File: config.mk
export PLATFORM = sky130hd
export DESIGN_NAME = aes_cipher_iter
export DESIGN_NICKNAME = d
export VERILOG_FILES = /design/src/rtl/aes_cipher_iter.sv
export SDC_FILE = /design/constraint.sdc
export NUM_CORES = 2
export LEC_CHECK = 0
export CORE_AREA = 2 2 659 661
export DETAILED_ROUTE_END_ITERATION = 8
export DIE_AREA = 0 0 661 663
export GPL_TIMING_DRIVEN = 0
export HOLD_SLACK_MARGIN = 0.12
export PLACE_DENSITY = 0.42
export SLEW_MARGIN = 40
export SYNTH_ARGS = -nofsm -noshare
export SYNTH_HDL_FRONTEND = slang
export SYNTH_SLANG_ARGS = --single-unit
File: constraint.sdc
create_clock -name clk -period 7.05 [get_ports clk]
set_input_delay 1.7625 -clock clk [delete_from_list [all_inputs] [get_ports clk]]
set_output_delay 1.7625 -clock clk [all_outputs]
set_load 0.02 [all_outputs]
File: src/rtl/aes_cipher_iter.sv
// Iterative AES forward cipher: one round per clock over a 128-bit state.
// Key schedule is supplied pre-expanded and must be held during a block.
package aes_pkg;

    localparam logic [0:255][7:0] SBOX = {
        8'h63, 8'h7c, 8'h77, 8'h7b, 8'hf2, 8'h6b, 8'h6f, 8'hc5,
        8'h30, 8'h01, 8'h67, 8'h2b, 8'hfe, 8'hd7, 8'hab, 8'h76,
        8'hca, 8'h82, 8'hc9, 8'h7d, 8'hfa, 8'h59, 8'h47, 8'hf0,
        8'had, 8'hd4, 8'ha2, 8'haf, 8'h9c, 8'ha4, 8'h72, 8'hc0,
        8'hb7, 8'hfd, 8'h93, 8'h26, 8'h36, 8'h3f, 8'hf7, 8'hcc,
        8'h34, 8'ha5, 8'he5, 8'hf1, 8'h71, 8'hd8, 8'h31, 8'h15,
        8'h04, 8'hc7, 8'h23, 8'hc3, 8'h18, 8'h96, 8'h05, 8'h9a,
        8'h07, 8'h12, 8'h80, 8'he2, 8'heb, 8'h27, 8'hb2, 8'h75,
        8'h09, 8'h83, 8'h2c, 8'h1a, 8'h1b, 8'h6e, 8'h5a, 8'ha0,
        8'h52, 8'h3b, 8'hd6, 8'hb3, 8'h29, 8'he3, 8'h2f, 8'h84,
        8'h53, 8'hd1, 8'h00, 8'hed, 8'h20, 8'hfc, 8'hb1, 8'h5b,
        8'h6a, 8'hcb, 8'hbe, 8'h39, 8'h4a, 8'h4c, 8'h58, 8'hcf,
        8'hd0, 8'hef, 8'haa, 8'hfb, 8'h43, 8'h4d, 8'h33, 8'h85,
        8'h45, 8'hf9, 8'h02, 8'h7f, 8'h50, 8'h3c, 8'h9f, 8'ha8,
        8'h51, 8'ha3, 8'h40, 8'h8f, 8'h92, 8'h9d, 8'h38, 8'hf5,
        8'hbc, 8'hb6, 8'hda, 8'h21, 8'h10, 8'hff, 8'hf3, 8'hd2,
        8'hcd, 8'h0c, 8'h13, 8'hec, 8'h5f, 8'h97, 8'h44, 8'h17,
        8'hc4, 8'ha7, 8'h7e, 8'h3d, 8'h64, 8'h5d, 8'h19, 8'h73,
        8'h60, 8'h81, 8'h4f, 8'hdc, 8'h22, 8'h2a, 8'h90, 8'h88,
        8'h46, 8'hee, 8'hb8, 8'h14, 8'hde, 8'h5e, 8'h0b, 8'hdb,
        8'he0, 8'h32, 8'h3a, 8'h0a, 8'h49, 8'h06, 8'h24, 8'h5c,
        8'hc2, 8'hd3, 8'hac, 8'h62, 8'h91, 8'h95, 8'he4, 8'h79,
        8'he7, 8'hc8, 8'h37, 8'h6d, 8'h8d, 8'hd5, 8'h4e, 8'ha9,
        8'h6c, 8'h56, 8'hf4, 8'hea, 8'h65, 8'h7a, 8'hae, 8'h08,
        8'hba, 8'h78, 8'h25, 8'h2e, 8'h1c, 8'ha6, 8'hb4, 8'hc6,
        8'he8, 8'hdd, 8'h74, 8'h1f, 8'h4b, 8'hbd, 8'h8b, 8'h8a,
        8'h70, 8'h3e, 8'hb5, 8'h66, 8'h48, 8'h03, 8'hf6, 8'h0e,
        8'h61, 8'h35, 8'h57, 8'hb9, 8'h86, 8'hc1, 8'h1d, 8'h9e,
        8'he1, 8'hf8, 8'h98, 8'h11, 8'h69, 8'hd9, 8'h8e, 8'h94,
        8'h9b, 8'h1e, 8'h87, 8'he9, 8'hce, 8'h55, 8'h28, 8'hdf,
        8'h8c, 8'ha1, 8'h89, 8'h0d, 8'hbf, 8'he6, 8'h42, 8'h68,
        8'h41, 8'h99, 8'h2d, 8'h0f, 8'hb0, 8'h54, 8'hbb, 8'h16
    };

    function automatic logic [7:0] xtime(input logic [7:0] b);
        return {b[6:0], 1'b0} ^ (b[7] ? 8'h1b : 8'h00);
    endfunction

    function automatic logic [127:0] sub_bytes(input logic [127:0] s);
        logic [127:0] r;
        r = '0;
        for (int i = 0; i < 16; i++) r[8*i +: 8] = SBOX[s[8*i +: 8]];
        return r;
    endfunction

    // Byte k sits at row k%4, column k/4; byte 0 is the MSB.
    function automatic logic [127:0] shift_rows(input logic [127:0] s);
        logic [127:0] r;
        r = '0;
        for (int c = 0; c < 4; c++)
            for (int w = 0; w < 4; w++)
                r[127-8*(w+4*c) -: 8] = s[127-8*(w+4*((c+w)%4)) -: 8];
        return r;
    endfunction

    function automatic logic [127:0] mix_columns(input logic [127:0] s);
        logic [127:0] r;
        logic [7:0]   a0, a1, a2, a3;
        r = '0;
        for (int c = 0; c < 4; c++) begin
            a0 = s[127-32*c -: 8];
            a1 = s[119-32*c -: 8];
            a2 = s[111-32*c -: 8];
            a3 = s[103-32*c -: 8];
            r[127-32*c -: 32] = {
                xtime(a0) ^ xtime(a1) ^ a1 ^ a2 ^ a3,
                a0 ^ xtime(a1) ^ xtime(a2) ^ a2 ^ a3,
                a0 ^ a1 ^ xtime(a2) ^ xtime(a3) ^ a3,
                xtime(a0) ^ a0 ^ a1 ^ a2 ^ xtime(a3)
            };
        end
        return r;
    endfunction

endpackage

module aes_cipher_iter
    import aes_pkg::*;
#(
    parameter  int Nk = 4,
    localparam int Nr = Nk + 6
) (
    input  logic         clk,
    input  logic         rst_n,
    input  logic [127:0] k_sch [0:Nr],
    input  logic         in_valid,
    output logic         in_ready,
    input  logic [127:0] pt,
    output logic         out_valid,
    input  logic         out_ready,
    output logic [127:0] ct
);

    localparam int RW = $clog2(Nr + 1);

    if (!(Nk == 4 || Nk == 6 || Nk == 8)) begin : g_bad_nk
        $error("aes_cipher_iter: Nk must be 4, 6 or 8");
    end

    typedef enum logic [1:0] {IDLE, RUN, DONE} fsm_e;

    fsm_e          fsm_q;
    logic [RW-1:0] rnd_q;
    logic [127:0]  state_q;

    logic          last;
    logic          accept;
    logic [127:0]  sr;
    logic [127:0]  mc;
    logic [127:0]  round_d;

    assign last    = (rnd_q == RW'(Nr));
    assign sr      = shift_rows(sub_bytes(state_q));
    assign mc      = mix_columns(sr);
    assign round_d = last ? (sr ^ k_sch[Nr]) : (mc ^ k_sch[rnd_q]);

    assign in_ready  = (fsm_q == IDLE) || (fsm_q == DONE && out_ready);
    assign accept    = in_valid && in_ready;
    assign out_valid = (fsm_q == DONE);
    assign ct        = state_q;

    // A DONE-cycle accept overlaps the output handshake, so no bubble.
    always_ff @(posedge clk or negedge rst_n) begin
        if (!rst_n) begin
            fsm_q   <= IDLE;
            rnd_q   <= '0;
            state_q <= '0;
        end else begin
            unique case (fsm_q)
                IDLE, DONE: begin
                    if (accept) begin
                        state_q <= pt ^ k_sch[0];
                        rnd_q   <= RW'(1);
                        fsm_q   <= RUN;
                    end else if (fsm_q == DONE && out_ready) begin
                        fsm_q <= IDLE;
                    end
                end
                RUN: begin
                    state_q <= round_d;
                    if (last) fsm_q <= DONE;
                    else      rnd_q <= rnd_q + 1'b1;
                end
                default: fsm_q <= IDLE;
            endcase
        end
    end

endmodule
==> impl_results.md <==
- Drt pass-1 iters: 7
- Minimum clock period: 7370 ps
- Mean post-synth cell area: 7.35 µm²
- Clock Sinks: 134
- Post-synth EDFFs: 0
- GRT Total Usage: 49.4%
- Vias in the first global route: 113000
- Setup TNS: -2570 ps
- Die Wd: 661 µm
- Grt ovf: 0
- Max H-tree Level: 4
- DP Cell Count: 18300
- Fraction of layout cells with a size suffix above 1: 16.0%
- Routed Wire Length: 1130000 µm
- Slew @ Worst Pin: 1020 ps
- Main synth FF type: dfrtp_1
- Outcome: finished with violations
- Clock Pin Slew Worst Setup and Hold Paths: 90 ps
- Commonest cells after routing, fill and taps aside: clkdlybuf4s50_1 (1653), a21oi_1 (907), nor2_1 (783)
- Initial core utilization: 18.2%
- Layout Cells excl Fill: 18700
- Setup Buffers After CTS: 0
- Via Count: 125000
- Via density per instance: 6.67
- Final worst setup slack: -321 ps
- Ys Warns: 0
- IO Count: 1670
- Core Box Area: 432000 µm²
- Max Clock Freq: 0.136 GHz
- Register area: 3360 µm²
- P&R area growth vs syn: 38.9%
- Count of final max-slew check failures: 0
- CP startpoint kind: register
- Max-cap violation count: 0
- Detailed Place HPWL: 941000 µm
- Fin Clk Skew: 34.3 ps
- Gpl congestion: 1.12
- Clk buf depth: 2
- Total CTS buffers: 17
- Synth cell types: 128
- R2R Path Start: ct[89]
- Die H: 663 µm
- Die area: 438000 µm²
- Global-route wire length before repair: 1400000 µm
- FF+latch count, synth: 134
- CTS root buffer: clkbuf_16
- Residual DRC: 0
- Critical path type: reg -> reg
- Sequential area share after synthesis: 4.26%
- Mapped cell area: 78700 µm²
- Hold Fails Final Rpt: 0
- Detailed Route Iter0 Violations: 21600
- Asr flop ratio synth: 100%
- Final setup viols: 18
- CP Max Fanout: 16
- Worst slew margin: 30.6%
- Final period utilization: 105%
- Most common cell after layout, fill and taps aside: clkdlybuf4s50_1
- Setup slack after placement: -248 ps
- Failing checks: negative setup slack
- CTS tree: built
- Layout fillers: 48400
- Hold_sp: rnd_q[0]
- Crit path capture type: register
- Port bufs: 1669
- Layout Nets: 14300
- CP Data Required Time: 7460 ps
- Number of antenna violations at the first check in global routing: 496
- Critical path arrival: 7780 ps
- Net Count, Synth: 12500
- CP Launch Point: ct[89]
- RSZ-0062 raised after global routing: no
- Area used by multi-input combinational logic: 70000 µm²
- Tightest Hold Check Type: reg -> reg
- Final ANT Viol Nets: 0
- Syn Inst Count: 10700
- Core Rows: 242
- Largest net degree at the start of global routing: 50
- Clock latency on the worst-skew pair: 620 ps
- Drt wl/cell: 60.6 µm
-- metrics by stage --
stage / util, % / area, µm² / hold WS (ps)
floorplan: - / 78700 / 700
CTS: 25.0 / 108000 / 761
detailed placement: 24.8 / 107000 / 745
finish: 25.3 / 109000 / 768
global route: 25.2 / 109000 / 803
global placement: 23.7 / 103000 / 751
-- cell type report --
class | instances | area share [%]
sequential | 134 | 3.08
inverter | 174 | 0.598
timing repair buffer | 1838 | 18.4
tap | 5734 | 6.56
clock inverter | 13 | 0.175
buffer | 1306 | 5.86
multi-input combinational | 9092 | 64.0
clock buffer | 19 | 0.405
antenna | 406 | 0.929
-- cell families (layout without fill, tap and decap cells) --
logic type | after synthesis | after routing | share of synthesized area, %
flip-flops | 134 | 134 | 4.26
AO/OA/AOI/OAI | 3799 | 3799 | 32.6
XOR/XNOR | 844 | 844 | 9.85
buffers and inverters | 1481 | 3350 | 8.34
other | 0 | 406 | 0
AND/OR/NAND/NOR | 3256 | 3256 | 20.3
multiplexers | 961 | 961 | 21.0
adder cells (fa/ha/maj) | 232 | 232 | 3.69
-- registers in the layout, summed over array words and instances, names as in the netlist --
signal / flops
ct: 128
fsm_q: 2
rnd_q: 4
-- cells in the mapped netlist, types with 137 or more instances --
cell / instances / area share (%)
o211ai_1: 186 / 1.8
xnor2_1: 560 / 6.2
mux4_2: 539 / 15
nand3_1: 312 / 2.0
nor2_1: 795 / 3.8
xor2_1: 251 / 2.8
buf_2: 372 / 2.4
buf_1: 145 / 0.69
nor3_1: 287 / 1.8
a311oi_1: 184 / 2.0
ha_1: 232 / 3.7
a31oi_1: 198 / 1.6
nand2b_1: 307 / 2.4
o21ai_0: 762 / 4.8
a21oi_1: 915 / 5.8
o311ai_0: 137 / 1.5
clkbuf_1: 681 / 3.2
o22ai_1: 203 / 1.6
mux2i_1: 372 / 4.7
nand2_1: 767 / 3.7
nor2b_1: 262 / 2.1
a211oi_1: 185 / 1.8
-- per-layer routing --
layer	up-vias	wire length (µm)	track usage [%]
met5	-	1860	2.17
met4	176	137000	49.3
met3	3619	156000	24.4
met2	12400	439000	66.5
met1	63600	400000	54.8
li1	45000	-	-
-- worst paths after layout --
check                            to  slack, ps  cells past startpoint
setup reg to reg             ct[76]       -320                     15
min in group asynchronous    ct[80]        940                      1
setup / recovery             ct[76]       -320                     15
hold / removal             rnd_q[2]        770                      4
hold reg to reg            rnd_q[2]        770                      4
max in group asynchronous    ct[24]       5130                      3
-- what timing repair did --
action | 4_1_cts | 5_1_grt
hold endpoints to repair | 0 | 0
gates resized for setup | 7 | 12
hold buffers | 0 | 0
endpoints found under the setup margin | 9 | 16
gates cloned | 0 | 0
-- worst max-delay path, stage by stage (launching register included) --
cell,delay (ps)
dfrtp_2,710
clkbuf_1,690
clkbuf_1,670
inv_1,400
ha_1,290
clkbuf_1,350
nand2_1,560
o21ai_0,410
a21oi_1,280
a211o_1,160
o311ai_0,200
a32oi_2,740
xor2_1,160
xnor2_1,580
xnor2_1,290
a21oi_1,630
Power is not shown: default switching activity piles up to over one toggle a cycle in this logic, so the estimate is an artifact.
